--- src/rtl/int_controller.sv ---
// rtl/int_controller.sv - interrupt request/vector generator with periodic timer and edge-detected device lines
module int_controller #(
  parameter int NUM_SRC = 4
) (
  input  logic               clock,
  input  logic               reset_n,
  input  logic               cfg_wr,
  input  logic [1:0]         cfg_addr,
  input  logic [31:0]        cfg_data,
  input  logic [NUM_SRC-1:0] op_req,
  input  logic               int_ack,
  input  logic               int_eoi,
  output logic               timer_int,
  output logic               op_int,
  output logic [15:0]        int_pos,
  output logic [15:0]        sys_int_pos,
  output logic [3:0]         int_cause,
  output logic               busy,
  output logic               timer_overrun
);

  localparam logic [1:0] IDLE    = 2'd0;
  localparam logic [1:0] PENDING = 2'd1;
  localparam logic [1:0] ACTIVE  = 2'd2;

  logic [1:0]         state;
  logic [31:0]        period;
  logic [31:0]        timer_cnt;
  logic [15:0]        timer_vec;
  logic [15:0]        op_base;
  logic [15:0]        sys_vec;
  logic               timer_pend;
  logic [NUM_SRC-1:0] op_prev;
  logic [NUM_SRC-1:0] op_pend;
  logic               svc_timer;
  logic [2:0]         svc_idx;

  logic               period_wr;
  logic               tick;
  logic               ack_fire;
  logic               clr_timer;
  logic [NUM_SRC-1:0] op_clr;
  logic [NUM_SRC-1:0] op_set;
  logic               any_op;
  logic [2:0]         sel_idx;

  assign period_wr   = cfg_wr && (cfg_addr == 2'd0);
  assign tick        = !period_wr && (period != 32'd0) && (timer_cnt == 32'd1);
  assign ack_fire    = (state == PENDING) && int_ack;
  assign clr_timer   = ack_fire && svc_timer;
  assign op_set      = op_req & ~op_prev;
  assign any_op      = |op_pend;
  assign sys_int_pos = sys_vec;
  assign busy        = (state != IDLE);

  // Decode the pending bit released by an ack and pick the lowest pending device
  always_comb begin
    op_clr  = '0;
    sel_idx = 3'd0;
    for (int i = 0; i < NUM_SRC; i++) begin
      if (ack_fire && !svc_timer && (svc_idx == i[2:0])) op_clr[i] = 1'b1;
    end
    for (int i = NUM_SRC - 1; i >= 0; i--) begin
      if (op_pend[i]) sel_idx = i[2:0];
    end
  end

  // Configuration registers
  always_ff @(posedge clock or negedge reset_n) begin
    if (!reset_n) begin
      period    <= 32'd0;
      timer_vec <= 16'd0;
      op_base   <= 16'd0;
      sys_vec   <= 16'd0;
    end else if (cfg_wr) begin
      case (cfg_addr)
        2'd0: period    <= cfg_data;
        2'd1: timer_vec <= cfg_data[15:0];
        2'd2: op_base   <= cfg_data[15:0];
        default: sys_vec <= cfg_data[15:0];
      endcase
    end
  end

  // Periodic down-counter; a period write restarts it and clears the overrun flag
  always_ff @(posedge clock or negedge reset_n) begin
    if (!reset_n) begin
      timer_cnt     <= 32'd0;
      timer_overrun <= 1'b0;
    end else if (period_wr) begin
      timer_cnt     <= cfg_data;
      timer_overrun <= 1'b0;
    end else begin
      if (period == 32'd0)        timer_cnt <= 32'd0;
      else if (timer_cnt == 32'd1) timer_cnt <= period;
      else                         timer_cnt <= timer_cnt - 32'd1;
      if (tick && timer_pend && !clr_timer) timer_overrun <= 1'b1;
    end
  end

  // Pending bits: a new set in the same edge as a clear keeps the bit high
  always_ff @(posedge clock or negedge reset_n) begin
    if (!reset_n) begin
      timer_pend <= 1'b0;
      op_prev    <= '0;
      op_pend    <= '0;
    end else begin
      timer_pend <= tick | (timer_pend & ~clr_timer);
      op_prev    <= op_req;
      op_pend    <= op_set | (op_pend & ~op_clr);
    end
  end

  // Single-level service FSM; request outputs are latched on entry to PENDING
  always_ff @(posedge clock or negedge reset_n) begin
    if (!reset_n) begin
      state     <= IDLE;
      timer_int <= 1'b0;
      op_int    <= 1'b0;
      int_pos   <= 16'd0;
      int_cause <= 4'd0;
      svc_timer <= 1'b0;
      svc_idx   <= 3'd0;
    end else begin
      case (state)
        IDLE: begin
          if (timer_pend) begin
            state     <= PENDING;
            timer_int <= 1'b1;
            int_cause <= 4'h8;
            int_pos   <= timer_vec;
            svc_timer <= 1'b1;
          end else if (any_op) begin
            state     <= PENDING;
            op_int    <= 1'b1;
            int_cause <= {1'b0, sel_idx};
            int_pos   <= op_base + {13'd0, sel_idx};
            svc_timer <= 1'b0;
            svc_idx   <= sel_idx;
          end
        end
        PENDING: begin
          if (int_ack) begin
            state     <= ACTIVE;
            timer_int <= 1'b0;
            op_int    <= 1'b0;
            int_pos   <= 16'd0;
            int_cause <= 4'd0;
          end
        end
        ACTIVE: begin
          if (int_eoi) state <= IDLE;
        end
        default: state <= IDLE;
      endcase
    end
  end

endmodule

--- config.mk ---
export PLATFORM = sky130hd
export DESIGN_NAME = int_controller
export DESIGN_NICKNAME = d
export VERILOG_FILES = /design/src/rtl/int_controller.sv
export SDC_FILE = /design/constraint.sdc
export NUM_CORES = 1
export LEC_CHECK = 0
export BUFFER_PORTS_ARGS = -buffer_cell sky130_fd_sc_hd__buf_2
export CAP_MARGIN = 40
export CORE_UTILIZATION = 55
export DETAILED_ROUTE_END_ITERATION = 6
export PLACE_DENSITY = 0.88
export SYNTH_ARGS = -nofsm -noshare
export SYNTH_HDL_FRONTEND = slang
export SYNTH_SLANG_ARGS = --single-unit
--- constraint.sdc ---
create_clock -name clock -period 3.24 [get_ports clock]
set_clock_uncertainty 0.15 [all_clocks]
set_input_delay 0 -clock clock [delete_from_list [all_inputs] [get_ports clock]]
set_output_delay 0 -clock clock [all_outputs]
set_load 0.02 [all_outputs]
==> flow_metrics.py <==
metrics = {
    "layout": {
        "diodes": 0,
        "final_nets": 875,
        "drive_above_1_share": 0.2321,
        "finish.instance_area_sq_mm": 0.008718,
        "fin_cells": 1008,
        "post-route-util": 0.7110,
        "syn2layout_area_growth_pct": 23.79,
    },
    "worst_setup_path": {
        "r2r_slack_ns": 0.11,
        "endpoint_kind": "flop",
        "worstReg2RegEnd": "int_pos[14]",
        "rr_worst_depth": 10,
        "start_kind": "flop",
        "path_max_fanout": 4,
        "worst_ep_required_time_ns": 3.40,
        "timing.rr.start": "op_pend[2]",
        "cp-startpoint": "op_pend[2]",
        "cp.arrival_ns": 3.29,
        "worstSetupPathType": "flop to flop",
    },
    "clocking": {
        "htreeDepth": 4,
        "cts.path.max_buffers": 2,
        "clock-sinks": 148,
        "cts_root_buffer": "clkbuf_16",
        "post_cts_buffers": 0,
        "clkSlewWorstSetupHoldPaths_ns": 0.06,
        "cts_made_buffers": 17,
        "clkLatencyLatePin_ns": 0.43,
        "cts_tree": "yes",
    },
    "drt": {
        "ant_nets": 0,
        "drcViolationCount": 0,
        "vias": 6163,
        "first_pass_iters": 6,
        "wl_um": 18580,
        "via_per_inst": 6.114,
        "wl_per_cell_um": 18.44,
        "drtIter0Drc": 536,
    },
    "placed_design": {
        "gp_congestion": 0.8504,
        "postPlaceCellArea_sq_mm": 0.007672,
        "hpwl_um": 11690,
        "io_buffer_count": 81,
        "place_inst": 934,
        "place_ws_ns": 0.1951,
    },
    "timing": {
        "fin_ws_ns": 0.1054,
        "layout_min_cycle_time_ns": 3.135,
        "relSlewSlack": 0.3787,
        "drv_slew": 0,
        "worst_slew_pin_slew_ns": 0.9222,
        "finalSetupTns_ns": 0,
        "rsz0062_at_grt": "no",
        "clock.fmax_mhz": 319.0,
        "hold_viol_final": 0,
        "setup_viol": 0,
        "min_period_over_period": 0.9675,
    },
    "logic_synthesis": {
        "syn_area_per_cell_sq_um": 10.06,
        "synth_nets": 748,
        "ys_ff_latch": 148,
        "synthCells": 700,
        "synth_flop_cell": "dfrtp_1",
        "syn_area_sq_mm": 0.007043,
        "yosys_warnings": 0,
        "ys_async_sr_fraction": 1.000,
        "yosysSeqAreaShare": 0.5258,
        "synth_edf_count": 0,
        "ys_types": 61,
    },
    "global_routing": {
        "grt_pass1_wl_um": 30060,
        "grt_usage": 0.2979,
        "grt_start_max_net_pins": 65,
        "overflow": 0,
        "grt_pass1_vias": 6122,
        "antenna_found_initial": 0,
    },
    "floorplan": {
        "initial_core_util": 0.5744,
        "die_w_um": 115.2,
        "num_rows": 40,
        "die_area_sq_mm": 0.01326,
        "io_pins": 83,
        "die_h_um": 115.2,
        "core_area_sq_mm": 0.01226,
    },
    "pwr": {
        "leakage_uw": 0.004066,
        "vdd_drop_max_mv": 0.4702,
        "p_per_area_mw_per_mm2": 733.9,
    },
    "min_path": {
        "hold_depth": 3,
        "min_to": "timer_vec[2]",
        "hold_class": "input pin to flop",
        "min_from": "cfg_wr",
    },
    "flow_run": {
        "maxCapViolations": 0,
    },
    "status": {
        "status": "finished, final reports clean",
    },
}
==> layer usage <==
layer	vias to the layer above	wire, um	GRT usage
met2	328	9325	0.4932
met3	70	1262	0.06326
li1	2738	-	-
met4	0	664	0.1550
met1	3027	7332	0.3704
met5	-	0	0
==> cell families after synthesis <==
logic type | count (synthesis) | synth area share
AOI/OAI and AO/OA | 132 | 0.1121
xor gates and xnor gates | 22 | 0.02736
adders and majority gates | 5 | 0.009949
buffers and inverters | 52 | 0.03358
DFF | 148 | 0.5258
muxes | 59 | 0.09238
other | 1 | 0.0005324
and+or+nand+nor | 281 | 0.1983
==> synth_stat cells (5+ instances only) <==
cell type | instances | area share
a21oi_1 | 16 | 0.011
clkbuf_1 | 21 | 0.011
dfrtp_1 | 148 | 0.53
inv_1 | 21 | 0.011
mux2_2 | 48 | 0.077
mux2i_1 | 11 | 0.016
nand2_1 | 136 | 0.072
nand3_1 | 10 | 0.0071
nand4_1 | 9 | 0.0080
nor2_1 | 34 | 0.018
nor3_1 | 24 | 0.017
nor4_1 | 19 | 0.017
nor4b_1 | 5 | 0.0062
o21ai_0 | 49 | 0.035
o21ai_1 | 28 | 0.020
o31ai_1 | 9 | 0.0096
or3_1 | 5 | 0.0044
or4_1 | 7 | 0.0075
xnor2_1 | 15 | 0.019
xor2_1 | 7 | 0.0087
==> stage by stage <==
stage / total power, uW / hold WS [ns]
finish: 6398 / 0.04485
global route: 6668 / 0.05264
CTS: 6347 / 0.05703
detailed placement: 4244 / -0.2364
global placement: 4154 / -0.02685
floorplan: 3670 / -0.4456
==> worst max-delay path by stage <==
stage | depth (start not counted) | endpoint
global placement | 10 | int_pos[14]
finish | 10 | int_pos[14]
detailed placement | 10 | int_pos[14]
CTS | 10 | int_pos[14]
global route | 8 | int_pos[15]
floorplan | 10 | int_pos[14]
==> layout make-up <==
class / instances / area (sq um)
sequential: 148 / 3704
tap: 168 / 210.2
clock inverter: 12 / 151.4
multi-input combinational: 500 / 3110
inverter: 21 / 78.83
clock buffer: 20 / 456.7
fill: 799 / 3543
timing repair buffer: 139 / 1007
==> flip-flops by register name, indices dropped and copies added (netlist names), 2 cells and up <==
register	count
int_cause	3
int_pos	16
op_base	16
op_pend	4
op_prev	4
period	32
state	2
svc_idx	2
sys_int_pos	16
timer_cnt	32
timer_vec	16
==> where the power goes <==
| part | internal [uW] | total, uW | switching [uW] |
|---|---|---|---|
| Clock | 1250 | 2040 | 783 |
| Sequential | 2270 | 2680 | 413 |
| Combinational | 687 | 1680 | 998 |
| Total | 4200 | 6400 | 2190 |
==> placed cells by master (no fill, tap or decap), types with 7 or more instances in the layout <==
| cell type | instances |
|---|---|
| or4_1 | 7 |
| nand4_1 | 9 |
| o21ai_1 | 28 |
| nand2_1 | 136 |
| dfrtp_1 | 148 |
| o31ai_1 | 9 |
| nor2_1 | 33 |
| xor2_1 | 7 |
| mux2_2 | 48 |
| o21ai_0 | 49 |
| dlygate4sd3_1 | 40 |
| nand3_1 | 10 |
| clkbuf_16 | 17 |
| nor3_1 | 24 |
| buf_2 | 80 |
| a21oi_1 | 16 |
| mux2i_1 | 11 |
| xnor2_1 | 15 |
| inv_1 | 21 |
| buf_4 | 13 |
| nor4_1 | 19 |
==> timing repair <==
item / 4_1_cts / 5_1_grt
hold buffers: 41 / 0
hold endpoints to repair: 271 / 0
resized for setup: 0 / 1
setup endpoints to repair: 0 / 1
==> critical path: stages, from the launching register on <==
cell	delay, ns
dfrtp_1	0.41
inv_1	0.07
a21oi_1	0.08
nor2_2	0.15
ha_1	0.20
inv_1	0.06
fa_1	0.43
and4b_1	0.35
nand3_1	0.17
or4b_2	0.68
a32o_1	0.28
Note: power is estimated with default switching activity, not from simulation.
